**config.mk**
```make
export PLATFORM = sky130hd
export DESIGN_NAME = cci_error_kill_ctrl
export DESIGN_NICKNAME = d
export VERILOG_FILES = /design/src/rtl/cci_error_kill_ctrl.sv
export SDC_FILE = /design/constraint.sdc
export NUM_CORES = 1
export LEC_CHECK = 0
export ABC_AREA = 1
export CAP_MARGIN = 20
export CORE_MARGIN = 2
export CORE_UTILIZATION = 35
export CTS_BUF_LIST = sky130_fd_sc_hd__clkbuf_16
export CTS_CLUSTER_DIAMETER = 30
export CTS_CLUSTER_SIZE = 10
export DETAILED_ROUTE_END_ITERATION = 10
export PLACE_DENSITY = 0.66
export RECOVER_POWER = 100
export SYNTH_ARGS = -nofsm -noshare
export SYNTH_HDL_FRONTEND = slang
export SYNTH_SLANG_ARGS = --single-unit
```
**constraint.sdc**
```tcl
create_clock -name clk -period 5 [get_ports clk]
set_clock_uncertainty 0.15 [all_clocks]
set_input_delay 1 -clock clk [delete_from_list [all_inputs] [get_ports clk]]
set_output_delay 1 -clock clk [all_outputs]
set_load 0.02 [all_outputs]
```
**src/rtl/cci_error_kill_ctrl.sv**
```systemverilog
// rtl/cci_error_kill_ctrl.sv - first-error capture, drain window and kill handshake for the CCI checker
module cci_error_kill_ctrl #(
  parameter int TIMESLOT_WIDTH = 32,
  parameter int DRAIN_CYCLES   = 16,
  parameter int CNT_WIDTH      = 16
) (
  input  logic                      clk,
  input  logic                      resetb,
  input  logic                      enable,
  input  logic                      tx_ch0_error,
  input  logic                      tx_ch1_error,
  input  logic                      rx_ch0_error,
  input  logic                      rx_ch1_error,
  input  logic [TIMESLOT_WIDTH-1:0] tx_ch0_time,
  input  logic [TIMESLOT_WIDTH-1:0] tx_ch1_time,
  input  logic [TIMESLOT_WIDTH-1:0] rx_ch0_time,
  input  logic [TIMESLOT_WIDTH-1:0] rx_ch1_time,
  input  logic                      kill_ack,
  output logic                      kill_req,
  output logic                      err_valid,
  output logic [3:0]                err_mask,
  output logic [1:0]                err_first_chan,
  output logic [TIMESLOT_WIDTH-1:0] err_time,
  output logic [CNT_WIDTH-1:0]      err_count,
  output logic                      busy
);

  localparam int DW = (DRAIN_CYCLES > 0) ? $clog2(DRAIN_CYCLES + 1) : 1;
  // Sum is wide enough for both the count and a full 3-bit popcount, plus a carry.
  localparam int SW = ((CNT_WIDTH > 3) ? CNT_WIDTH : 3) + 1;
  localparam logic [DW-1:0] DRAIN_LOAD = DW'(DRAIN_CYCLES);
  localparam logic [SW-1:0] CNT_MAX    = SW'({CNT_WIDTH{1'b1}});

  typedef enum logic [1:0] {
    ST_IDLE  = 2'd0,
    ST_DRAIN = 2'd1,
    ST_KILL  = 2'd2,
    ST_DONE  = 2'd3
  } state_t;

  state_t                    state_q, state_d;
  logic [3:0]                prev_q, prev_d;
  logic [DW-1:0]             drain_q, drain_d;
  logic                      kill_req_q, kill_req_d;
  logic                      err_valid_q, err_valid_d;
  logic [3:0]                err_mask_q, err_mask_d;
  logic [1:0]                err_first_q, err_first_d;
  logic [TIMESLOT_WIDTH-1:0] err_time_q, err_time_d;
  logic [CNT_WIDTH-1:0]      err_count_q, err_count_d;
  logic                      busy_q, busy_d;

  logic [3:0] err_in;
  logic [3:0] rise;
  logic [2:0] rise_cnt;

  function automatic logic [2:0] popcount4(input logic [3:0] v);
    return {2'b00, v[0]} + {2'b00, v[1]} + {2'b00, v[2]} + {2'b00, v[3]};
  endfunction

  function automatic logic [CNT_WIDTH-1:0] sat_add(input logic [CNT_WIDTH-1:0] base,
                                                   input logic [2:0]           inc);
    logic [SW-1:0] sum;
    sum = SW'(base) + SW'(inc);
    if (sum > CNT_MAX) return '1;
    return sum[CNT_WIDTH-1:0];
  endfunction

  always_comb begin
    err_in   = {rx_ch1_error, rx_ch0_error, tx_ch1_error, tx_ch0_error};
    rise     = err_in & ~prev_q;
    rise_cnt = popcount4(rise);

    state_d     = state_q;
    prev_d      = err_in;
    drain_d     = drain_q;
    kill_req_d  = kill_req_q;
    err_valid_d = err_valid_q;
    err_mask_d  = err_mask_q;
    err_first_d = err_first_q;
    err_time_d  = err_time_q;
    err_count_d = err_count_q;
    busy_d      = busy_q;

    // Once a first error is held, every later rise is still logged, in any state.
    if (state_q != ST_IDLE) begin
      err_mask_d  = err_mask_q | rise;
      err_count_d = sat_add(err_count_q, rise_cnt);
    end

    case (state_q)
      ST_IDLE: begin
        if (enable && (rise != 4'b0000)) begin
          state_d     = ST_DRAIN;
          err_valid_d = 1'b1;
          err_mask_d  = rise;
          err_count_d = sat_add('0, rise_cnt);
          drain_d     = DRAIN_LOAD;
          busy_d      = 1'b1;
          if (rise[0]) begin
            err_first_d = 2'd0;
            err_time_d  = tx_ch0_time;
          end else if (rise[1]) begin
            err_first_d = 2'd1;
            err_time_d  = tx_ch1_time;
          end else if (rise[2]) begin
            err_first_d = 2'd2;
            err_time_d  = rx_ch0_time;
          end else begin
            err_first_d = 2'd3;
            err_time_d  = rx_ch1_time;
          end
        end
      end
      ST_DRAIN: begin
        if (drain_q == '0) begin
          state_d    = ST_KILL;
          kill_req_d = 1'b1;
        end else begin
          drain_d = drain_q - DW'(1);
        end
      end
      ST_KILL: begin
        if (kill_ack) begin
          state_d    = ST_DONE;
          kill_req_d = 1'b0;
          busy_d     = 1'b0;
        end
      end
      ST_DONE: begin
        state_d = ST_DONE;
      end
      default: begin
        state_d = ST_IDLE;
      end
    endcase
  end

  always_ff @(posedge clk) begin
    if (!resetb) begin
      state_q     <= ST_IDLE;
      prev_q      <= '0;
      drain_q     <= '0;
      kill_req_q  <= 1'b0;
      err_valid_q <= 1'b0;
      err_mask_q  <= '0;
      err_first_q <= '0;
      err_time_q  <= '0;
      err_count_q <= '0;
      busy_q      <= 1'b0;
    end else begin
      state_q     <= state_d;
      prev_q      <= prev_d;
      drain_q     <= drain_d;
      kill_req_q  <= kill_req_d;
      err_valid_q <= err_valid_d;
      err_mask_q  <= err_mask_d;
      err_first_q <= err_first_d;
      err_time_q  <= err_time_d;
      err_count_q <= err_count_d;
      busy_q      <= busy_d;
    end
  end

  assign kill_req       = kill_req_q;
  assign err_valid      = err_valid_q;
  assign err_mask       = err_mask_q;
  assign err_first_chan = err_first_q;
  assign err_time       = err_time_q;
  assign err_count      = err_count_q;
  assign busy           = busy_q;

endmodule

```
==> impl_metrics.csv, run 1 <==
group,metric,value,unit
placed_design,place_area,6061,um^2
cells_and_area,num_antenna_cells,0,
floorplan,die_w,112.4,um
synthesis,yosys_warnings,0,
global_routing,grt.total_usage,23.15,%
detailed_routing,routed_wl,14680,um
synthesis,ys_ff_latch,68,
floorplan,core-area,11420,um^2
floorplan,die_h,112.4,um
cells_and_area,regArea,1361,um^2
power,p_sw,0.0007897,W
synthesis,synthCells,607,
global_routing,grt_max_degree,68,
global_routing,antenna_found_initial,0,
sta,whs,0.2967,ns
synthesis,synth_top_area_cell,"dfxtp_1",
setup_path,end_kind,"flip-flop",
synthesis,async_flop_share,0,%
sta,slew_viol_final,0,
global_routing,overflow,0,
placed_design,gp_congestion,0.8810,
setup_path,worst-path-max-fanout,6,
cells_and_area,fillers,1130,
cells_and_area,nNetsFinal,928,
synthesis,synth_commonest_cells,"nand2_1 (233), dfxtp_1 (68), a21oi_1 (39), nand3_1 (37), inv_1 (35)",
setup_path,worstSetupEndpoint,"err_count[3]",
clock_tree,cts_root_buf,"clkbuf_16",
synthesis,synth_top_cell_area_share,33.13,%
setup_path,critPathKind,"in2reg",
setup_path,r2r-end,"err_count[3]",
power,power_density,340.4,nW/um^2
power,seq_power_share,34.0,%
cells_and_area,area_growth,50.85,%
detailed_routing,drt-pass1-iter-count,5,
power,p_int,0.001320,W
detailed_routing,final_antenna_net_count,0,
detailed_routing,drt_iter0_drc,279,
setup_path,cp-startpoint,"tx_ch0_error",
power,combinationalPowerShare,40.1,%
sta,maxSlewHeadroom,2.564,%
floorplan,dieArea,12620,um^2
synthesis,netlist-cell-type-count,38,
sta,fmax,239.9,MHz
detailed_routing,vias_per_cell,5.003,
flow_run,drv_cap,0,
outcome,outcome,"finished, final reports clean",
detailed_routing,wl_per_cell,15.78,um
sta,final_hold_viol_count,0,
clock_tree,post-cts-setup-buffers,0,
clock_tree,clkSlewWorstSetupHoldPaths,0.05,ns
synthesis,synth.most_common_cell,"nand2_1",
clock_tree,clock_latency,0.32,ns
power,p_leak,2.762,nW
clock_tree,ctsHoldBuffers,0,
placed_design,numPortBuffers,192,
placed_design,dpl.hpwl,10970,um
detailed_routing,via_count,4653,
floorplan,start_util,35.99,%
cells_and_area,stdcell_count,930,
setup_path,r2r_start,"prev_q[0]",
setup_path,start_kind,"input pin",
setup_path,cp_data_arrival_time,4.28,ns
global_routing,grt_pass1_wl,23490,um
clock_tree,cts_tree,"done",
sta,tightest_slew,1.456,ns
sta,final-setup-viol-count,0,
power,switching_share,37.43,%
global_routing,grt_pass1_vias,4405,
setup_path,crit_required,5.11,ns
sta,period_share,83.36,%
power,peakVddDrop,0.1995,mV
worst_hold_path,hold_class,"reg2reg",
clock_tree,cts_made_buffers,9,
synthesis,syn-num-nets,753,
power,clkPwrFrac,25.8,%
setup_path,ff2ff_path_depth,15,
setup_path,reg2reg_slack,1.79,ns
synthesis,synth_area_leaders,"dfxtp_1 (33%), nand2_1 (21%), a21oi_1 (4.8%)",
clock_tree,cts.sinks,68,
sta,fin_crit,4.168,ns
clock_tree,cts.repair.resized,0,
cells_and_area,fin_util,54.28,%
synthesis,synth_edf_count,0,
clock_tree,clockBufferDepth,2,
synthesis,synth.avg_cell_area,6.769,um^2
cells_and_area,fin_area,6198,um^2
floorplan,io_pins,193,
sta,finalSetupTns,0,ns
clock_tree,cts.htree.levels,3,
cells_and_area,drive_gt1_share,5.210,%
synthesis,ys_seq_area_share,33.13,%
synthesis,synthFlopType,"dfxtp_1",
detailed_routing,drc,0,
synthesis,synthesis.area,4109,um^2
sta,grt_setup_unrepaired,"false",
floorplan,row_count,39,
cells_and_area,multi_input_area,2290,um^2
placed_design,dpl.cell_count,914,
-- layout make-up --
cell class / instances / area share, %
clock buffer: 9 / 3.633
clock inverter: 7 / 0.4441
inverter: 40 / 2.523
multi-input combinational: 466 / 36.94
sequential: 68 / 21.96
tap: 143 / 2.887
timing repair buffer: 197 / 31.61
-- metrics by stage --
stage | total power (W) | worst slack, ns
detailed placement | 0.001648 | 0.7843
finish | 0.002110 | 0.8318
floorplan | 0.001289 | 1.050
CTS | 0.002200 | 1.123
global route | 0.002243 | 0.5235
global placement | 0.001628 | 0.8639
-- sequential cells by signal, indices dropped and copies added, names as in the netlist --
register,flops
err_valid,1
prev_q,4
kill_req,1
err_time,32
state_q,2
busy,1
err_first_chan,2
drain_q,5
err_mask,4
err_count,16
-- logic make-up after synthesis --
kind of cell / Yosys count / synth area share [%]
AND/OR/NAND/NOR: 331 / 36.24
flip-flops: 68 / 33.13
buffers and inverters: 73 / 8.435
adder cells (fa/ha/maj): 10 / 3.228
AO/OA/AOI/OAI: 124 / 18.76
XOR/XNOR: 1 / 0.2132
-- routing by layer --
| layer | GRT usage, % | up-vias | share of wire (%) | routed length, um |
|---|---|---|---|---|
| li1 | - | 2353 | - | - |
| met1 | 30.81 | 2107 | 45 | 6602 |
| met2 | 37.75 | 171 | 47 | 6890 |
| met3 | 4.374 | 22 | 5.7 | 835 |
| met4 | 8.049 | 0 | 2.4 | 350 |
| met5 | 0 | - | 0 | 0 |
-- layout by cell type, fill, tap and decap left out, types with 2 or more instances in the layout --
| master | n |
|---|---|
| o21bai_1 | 3 |
| nand4_1 | 2 |
| o2111ai_1 | 12 |
| clkinv_1 | 4 |
| buf_4 | 5 |
| a21oi_1 | 39 |
| clkbuf_16 | 9 |
| nand2_4 | 4 |
| nand2_1 | 234 |
| o31ai_1 | 4 |
| nor2_1 | 25 |
| nor3_1 | 4 |
| or2_2 | 2 |
| dfxtp_1 | 68 |
| dlygate4sd3_1 | 59 |
| o211ai_1 | 5 |
| o21ai_0 | 40 |
| nand2_2 | 10 |
| nand3_1 | 40 |
| nor2_2 | 3 |
| nand3b_1 | 2 |
| clkdlybuf4s50_1 | 133 |
| inv_1 | 39 |
| o22ai_1 | 20 |
| nor2_8 | 2 |
| ha_1 | 9 |
-- power groups by stage --
| stage | registers [W] | clock network [W] | logic (W) |
|---|---|---|---|
| after floorplan | 0.000810 | 0 | 0.000479 |
| after global placement | 0.000727 | 0 | 0.000901 |
| after detailed placement | 0.000732 | 0 | 0.000916 |
| after CTS | 0.000722 | 0.000558 | 0.000921 |
| after global routing | 0.000732 | 0.000584 | 0.000928 |
| final | 0.000718 | 0.000545 | 0.000846 |
-- critical path: stages --
cell and delay, ns:
dlygate4sd3_1 0.54, inv_1 0.04, nor2_1 0.08, clkinv_1 0.09
ha_1 0.30, ha_1 0.28, ha_1 0.19, ha_1 0.34
fa_1 0.22, nand2_1 0.08, a21oi_1 0.21, nand2_1 0.08
nor2_1 0.22, nand3_1 0.27, o211ai_1 0.18, nand2_1 0.07
inv_1 0.08
-- worst min-delay path by stage --
stage	cells after the start	startpoint	endpoint
after floorplan	2	drain_q[4]	drain_q[4]
after global placement	2	err_time[19]	err_time[19]
after detailed placement	2	err_time[27]	err_time[27]
after CTS	2	err_time[27]	err_time[27]
after global routing	2	err_time[27]	err_time[27]
final	2	err_valid	err_valid
Power figures use the tool's default switching activity.
==> run 2, diff against run 1 <==
Settings changed: PLACE_DENSITY 0.66 to 0.69.
Clock period 5 ns to 3.7 ns, I/O delays scaled along.
==> run 2 against run 1 <==
Effect of this change: first-iteration DRC count increased by 11%; worst hold slack got worse by 0.0061 ns; clock power increased by 54%; non-clock buffer count increased by 5; largest cell class unchanged; largest power group unchanged.
==> impl_metrics.csv, run 2 (synthesis gave the netlist of run 1 again) <==
group,metric,value,unit
outcome,outcome,"finished, final reports clean",
placed_design,gp_congestion,0.8836,
global_routing,grt_pass1_vias,4522,
global_routing,grt.total_usage,23.04,%
global_routing,grt_pass1_wl,23350,um
power,p_leak,2.794,nW
sta,final-setup-viol-count,0,
cells_and_area,num_antenna_cells,0,
cells_and_area,area_growth,55.85,%
worst_hold_path,hold_class,"reg2reg",
placed_design,dpl.hpwl,11040,um
detailed_routing,wl_per_cell,15.82,um
power,p_int,0.001899,W
clock_tree,cts_root_buf,"clkbuf_16",
cells_and_area,nNetsFinal,933,
global_routing,antenna_found_initial,0,
power,peakVddDrop,0.2445,mV
power,power_density,471.1,nW/um^2
setup_path,crit_chain,"clkdlybuf4s50_1, inv_1, nor2_2, inv_2, ha_1, ha_4, o21bai_1, ha_4, fa_2, nand2_1, a21oi_1, nand2_1, nor2_4, nand3_2, o211ai_1, nand2_1, inv_1",
setup_path,cp-startpoint,"tx_ch1_error",
power,p_sw,0.001117,W
clock_tree,cts_made_buffers,9,
sta,fin_crit,3.572,ns
sta,final_hold_viol_count,0,
clock_tree,cts_tree,"done",
setup_path,critPathKind,"in2reg",
setup_path,worst-path-max-fanout,6,
setup_path,reg2reg_slack,0.77,ns
power,power,0.003017,W
setup_path,start_kind,"input pin",
cells_and_area,largest_register_ffs,32,
placed_design,numPortBuffers,192,
clock_tree,cts.sinks,68,
detailed_routing,drt_iter0_drc,309,
sta,slew_viol_final,0,
floorplan,dieArea,12620,um^2
power,seq_power_share,32.3,%
sta,maxSlewHeadroom,49.88,%
sta,tightest_slew,0.7509,ns
setup_path,crit_required,3.82,ns
detailed_routing,routed_wl,14790,um
floorplan,io_pins,193,
sta,fmax,279.9,MHz
setup_path,cpPeakStageDelay,0.49,ns
power,switching_share,37.04,%
floorplan,core-area,11420,um^2
clock_tree,clockBufferDepth,2,
setup_path,cp_data_arrival_time,3.69,ns
sta,period_share,96.55,%
clock_tree,cts.htree.levels,3,
detailed_routing,vias_per_cell,5.050,
detailed_routing,drc,0,
global_routing,grt_max_degree,68,
floorplan,row_count,39,
setup_path,end_kind,"flip-flop",
setup_path,r2r_start,"prev_q[1]",
power,combinationalPowerShare,39.8,%
detailed_routing,via_count,4722,
clock_tree,clkSlewWorstSetupHoldPaths,0.06,ns
detailed_routing,drt-pass1-iter-count,5,
clock_tree,clock_latency,0.33,ns
floorplan,die_h,112.4,um
worst_hold_path,hp-start,"err_valid",
cells_and_area,layout_commonest_cell,"nand2_1",
power,clkPwrFrac,27.9,%
detailed_routing,final_antenna_net_count,0,
setup_path,cpMostUsedCell,"nand2_1",
cells_and_area,final_cell_mix,"nand2_1 (243), clkdlybuf4s50_1 (133), dfxtp_1 (68), dlygate4sd3_1 (59), a21oi_1 (39)",
global_routing,overflow,0,
clock_tree,ctsHoldBuffers,0,
floorplan,start_util,35.99,%
sta,finalSetupTns,0,ns
floorplan,die_w,112.4,um
cells_and_area,drive_gt1_share,7.955,%
flow_run,drv_cap,0,
setup_path,slowest_stage,"clkdlybuf4s50_1",
==> run 2: cell count changes in the layout (fill, tap and decap cells not counted), moves of 2 or more <==
| cell | delta |
|---|---|
| clkinvlp_4 | +2 |
| o21ai_2 | +10 |
| o21ai_0 | -10 |
| nand3_1 | -2 |
| nand2_2 | -7 |
| nand2_1 | +9 |
| clkinv_1 | -3 |
| nand2_4 | -3 |
| ha_4 | +5 |
| ha_1 | -5 |
| inv_1 | -3 |
| nor2_4 | +2 |
| nor2_1 | -3 |
==> run 2: cell type report <==
type	instances	area (um^2)
tap	143	178.9
clock buffer	9	225.2
sequential	68	1361
fill	1098	5015
inverter	40	160.2
multi-input combinational	466	2404
timing repair buffer	202	2007
clock inverter	7	67.56
==> run 2: power groups by stage <==
stage	Sequential (W)	Clock [W]	Combinational, W
after floorplan	0.00109	0	0.000647
after global placement	0.000983	0	0.00122
after detailed placement	0.000990	0	0.00125
after CTS	0.000976	0.000860	0.00125
after global routing	0.000991	0.000899	0.00133
final	0.000973	0.000842	0.00120
==> run 2: worst paths after layout <==
check                  to  cells after the start
max          err_count[5]                     17
min             err_valid                      2
max reg2reg  err_count[5]                     15
min reg2reg     err_valid                      2
==> run 2: critical path: cells and delay by family <==
kind / cells / cell delay [ns]
and+or+nand+nor: 6 / 0.69
buffers and inverters: 4 / 0.68
adders and majority gates: 4 / 1.03
AOI/OAI and AO/OA: 3 / 0.55
==> run 2: through the flow <==
stage	hold WS [ns]	setup slack (ns)	utilization [%]	cell area [um^2]	instances
finish	0.2906	0.1278	56.08	6404	935
CTS	0.2986	0.05308	56.02	6396	934
global route	0.3181	-0.01670	56.08	6404	935
detailed placement	0.2887	-0.2848	53.45	6103	918
global placement	0.2840	-0.1969	53.45	6103	918
floorplan	0.2935	0.01031	-	4109	607
==> run 2: what timing repair did <==
action | 4_1_cts | 5_1_grt
gates resized for setup | 0 | 12
setup buffers | 0 | 1
endpoints found under the setup margin | 0 | 16
==> run 2: layer usage <==
layer / GRT usage (%) / wire length [um] / part of all wire [%] / up-vias
li1: - / - / - / 2370
met1: 28.56 / 6082 / 41 / 2132
met2: 39.12 / 7292 / 49 / 188
met3: 4.698 / 1012 / 6.8 / 32
met4: 9.431 / 400 / 2.7 / 0
met5: 0 / 0 / 0 / -
==> run 3, diff against run 2 <==
Settings changed: PLACE_DENSITY 0.69 to 0.73.
==> run 3 against run 2 <==
Effect of this change: cell count increased by 0.11%; count of clock-buffer cells in the layout unchanged; cell area increased by 0.74%; via count decreased by 1.4%; setup slack improved by 0.071 ns; global-route usage decreased by 1.9 points; worst hold slack improved by 0.0086 ns; clock power increased by 14%; sequential power decreased by 0.8%; critical path depth increased by 2; critical endpoint is now err_count[8].
==> impl_metrics.csv, run 3 (synthesis gave the netlist of run 1 again) <==
group,metric,value,unit
cells_and_area,num_antenna_cells,0,
floorplan,die_h,112.4,um
setup_path,r2r_start,"prev_q[0]",
floorplan,core-area,11420,um^2
setup_path,start_kind,"input pin",
placed_design,dpl.cell_count,918,
setup_path,cp_data_arrival_time,3.63,ns
placed_design,dpl.hpwl,10180,um
clock_tree,cts_made_buffers,9,
cells_and_area,fin_util,56.50,%
global_routing,grt_pass1_vias,4442,
global_routing,antenna_found_initial,0,
setup_path,ff2ff_path_depth,17,
outcome,outcome,"finished, final reports clean",
sta,slew_viol_final,0,
placed_design,numPortBuffers,192,
sta,setup_ws,0.1984,ns
clock_tree,cts_root_buf,"clkbuf_16",
detailed_routing,via_count,4654,
global_routing,grt_max_degree,68,
worst_hold_path,hp-start,"err_valid",
detailed_routing,final_antenna_net_count,0,
cells_and_area,largest_register_ffs,32,
setup_path,critPathKind,"in2reg",
clock_tree,cts.sinks,68,
clock_tree,clock_latency,0.33,ns
sta,fmax,285.6,MHz
setup_path,worstSetupEndpoint,"err_count[8]",
clock_tree,clockBufferDepth,2,
floorplan,die_w,112.4,um
setup_path,reg2reg_slack,0.83,ns
placed_design,gp_congestion,0.8814,
detailed_routing,drt_iter0_drc,277,
detailed_routing,routed_wl,13650,um
sta,maxSlewHeadroom,28.66,%
power,peakVddDrop,0.3050,mV
detailed_routing,drt-pass1-iter-count,4,
setup_path,r2r-end,"err_count[8]",
sta,period_share,94.64,%
setup_path,cp-startpoint,"tx_ch0_error",
sta,final_hold_viol_count,0,
global_routing,grt_pass1_wl,21760,um
worst_hold_path,hold_class,"reg2reg",
floorplan,start_util,35.99,%
setup_path,worst-path-max-fanout,3,
detailed_routing,wl_per_cell,14.59,um
setup_path,end_kind,"flip-flop",
power,power_density,484.0,nW/um^2
clock_tree,cts_tree,"done",
placed_design,place_area,6103,um^2
sta,whs,0.2993,ns
setup_path,crit_required,3.83,ns
flow_run,drv_cap,0,
floorplan,dieArea,12620,um^2
cells_and_area,stdcell_count,936,
sta,grt_setup_unrepaired,"false",
cells_and_area,drive_gt1_share,8.323,%
detailed_routing,vias_per_cell,4.972,
placed_design,place_ws,-0.2610,ns
cells_and_area,area_growth,57.00,%
cells_and_area,final_cell_mix,"nand2_1 (239), clkdlybuf4s50_1 (133), dfxtp_1 (68), dlygate4sd3_1 (59), a21oi_1 (38)",
power,p_leak,2.831,nW
floorplan,io_pins,193,
sta,tightest_slew,1.070,ns
floorplan,row_count,39,
clock_tree,clkSlewWorstSetupHoldPaths,0.06,ns
detailed_routing,drc,0,
sta,fin_crit,3.502,ns
clock_tree,cts.htree.levels,3,
cells_and_area,nNetsFinal,934,
cells_and_area,layout_commonest_cell,"nand2_1",
global_routing,overflow,0,
global_routing,grt.total_usage,21.14,%
sta,final-setup-viol-count,0,
cells_and_area,fin_area,6451,um^2
run 3: cell types whose count changed in the layout (fill, tap and decap cells not counted), sizes merged:
cell / before / now
clkinvlp: 2 / 0
clkbuf: 11 / 12
bufinv: 1 / 3
run 3: repair_timing:
action	4_1_cts	5_1_grt
setup endpoints to repair	0	16
buffers inserted	0	2
hold buffers	0	0
resized for setup	0	12
run 3: area by class of cell:
cell class                 instances  area [um^2]
inverter                          40        160.2
clock inverter                     7        106.4
fill                            1051         4967
sequential                        68         1361
multi-input combinational        466         2409
tap                              143        178.9
clock buffer                       9        225.2
timing repair buffer             203         2011
run 3: metal layers:
| metal | GRT usage, % | up-vias | part of all wire [%] |
|---|---|---|---|
| li1 | - | 2377 | - |
| met1 | 25.36 | 2100 | 41 |
| met2 | 37.39 | 161 | 51 |
| met3 | 4.860 | 16 | 6.6 |
| met4 | 6.829 | 0 | 1.8 |
| met5 | 0 | - | 0 |
run 3: worst min path at each step:
stage	to	slack (ns)	cells past startpoint
6_report	err_valid	0.30	2
3_3_place_gp	err_valid	0.28	2
2_1_floorplan	drain_q[4]	0.29	2
5_1_grt	err_time[27]	0.31	2
3_5_place_dp	err_valid	0.29	2
4_1_cts	err_valid	0.30	2
run 3: metrics by stage:
step / TNS [ns] / total power, W
5_1_grt: 0 / 0.003313
4_1_cts: 0 / 0.003189
2_1_floorplan: 0 / 0.001741
3_3_place_gp: -2.624 / 0.002197
6_report: 0 / 0.003123
3_5_place_dp: -3.442 / 0.002224
run 3: where the power goes:
group	total, W	internal (W)	switching, W
Clock	0.000960	0.000650	0.000310
Sequential	0.000965	0.000870	0.0000947
Combinational	0.00120	0.000509	0.000689
run 3: critical path, cell delays in order:
cell and delay, ns:
clkdlybuf4s50_1 0.48, inv_1 0.05, nor2_2 0.07, clkinv_1 0.08, ha_1 0.33, ha_4 0.29
ha_4 0.19, ha_2 0.18, fa_2 0.39, nand2_2 0.10, nand2_2 0.08, nand2_2 0.08
nor2_4 0.06, buf_4 0.14, nand2_1 0.05, nand2_1 0.05, o211ai_1 0.15, nand2_1 0.07
inv_1 0.05
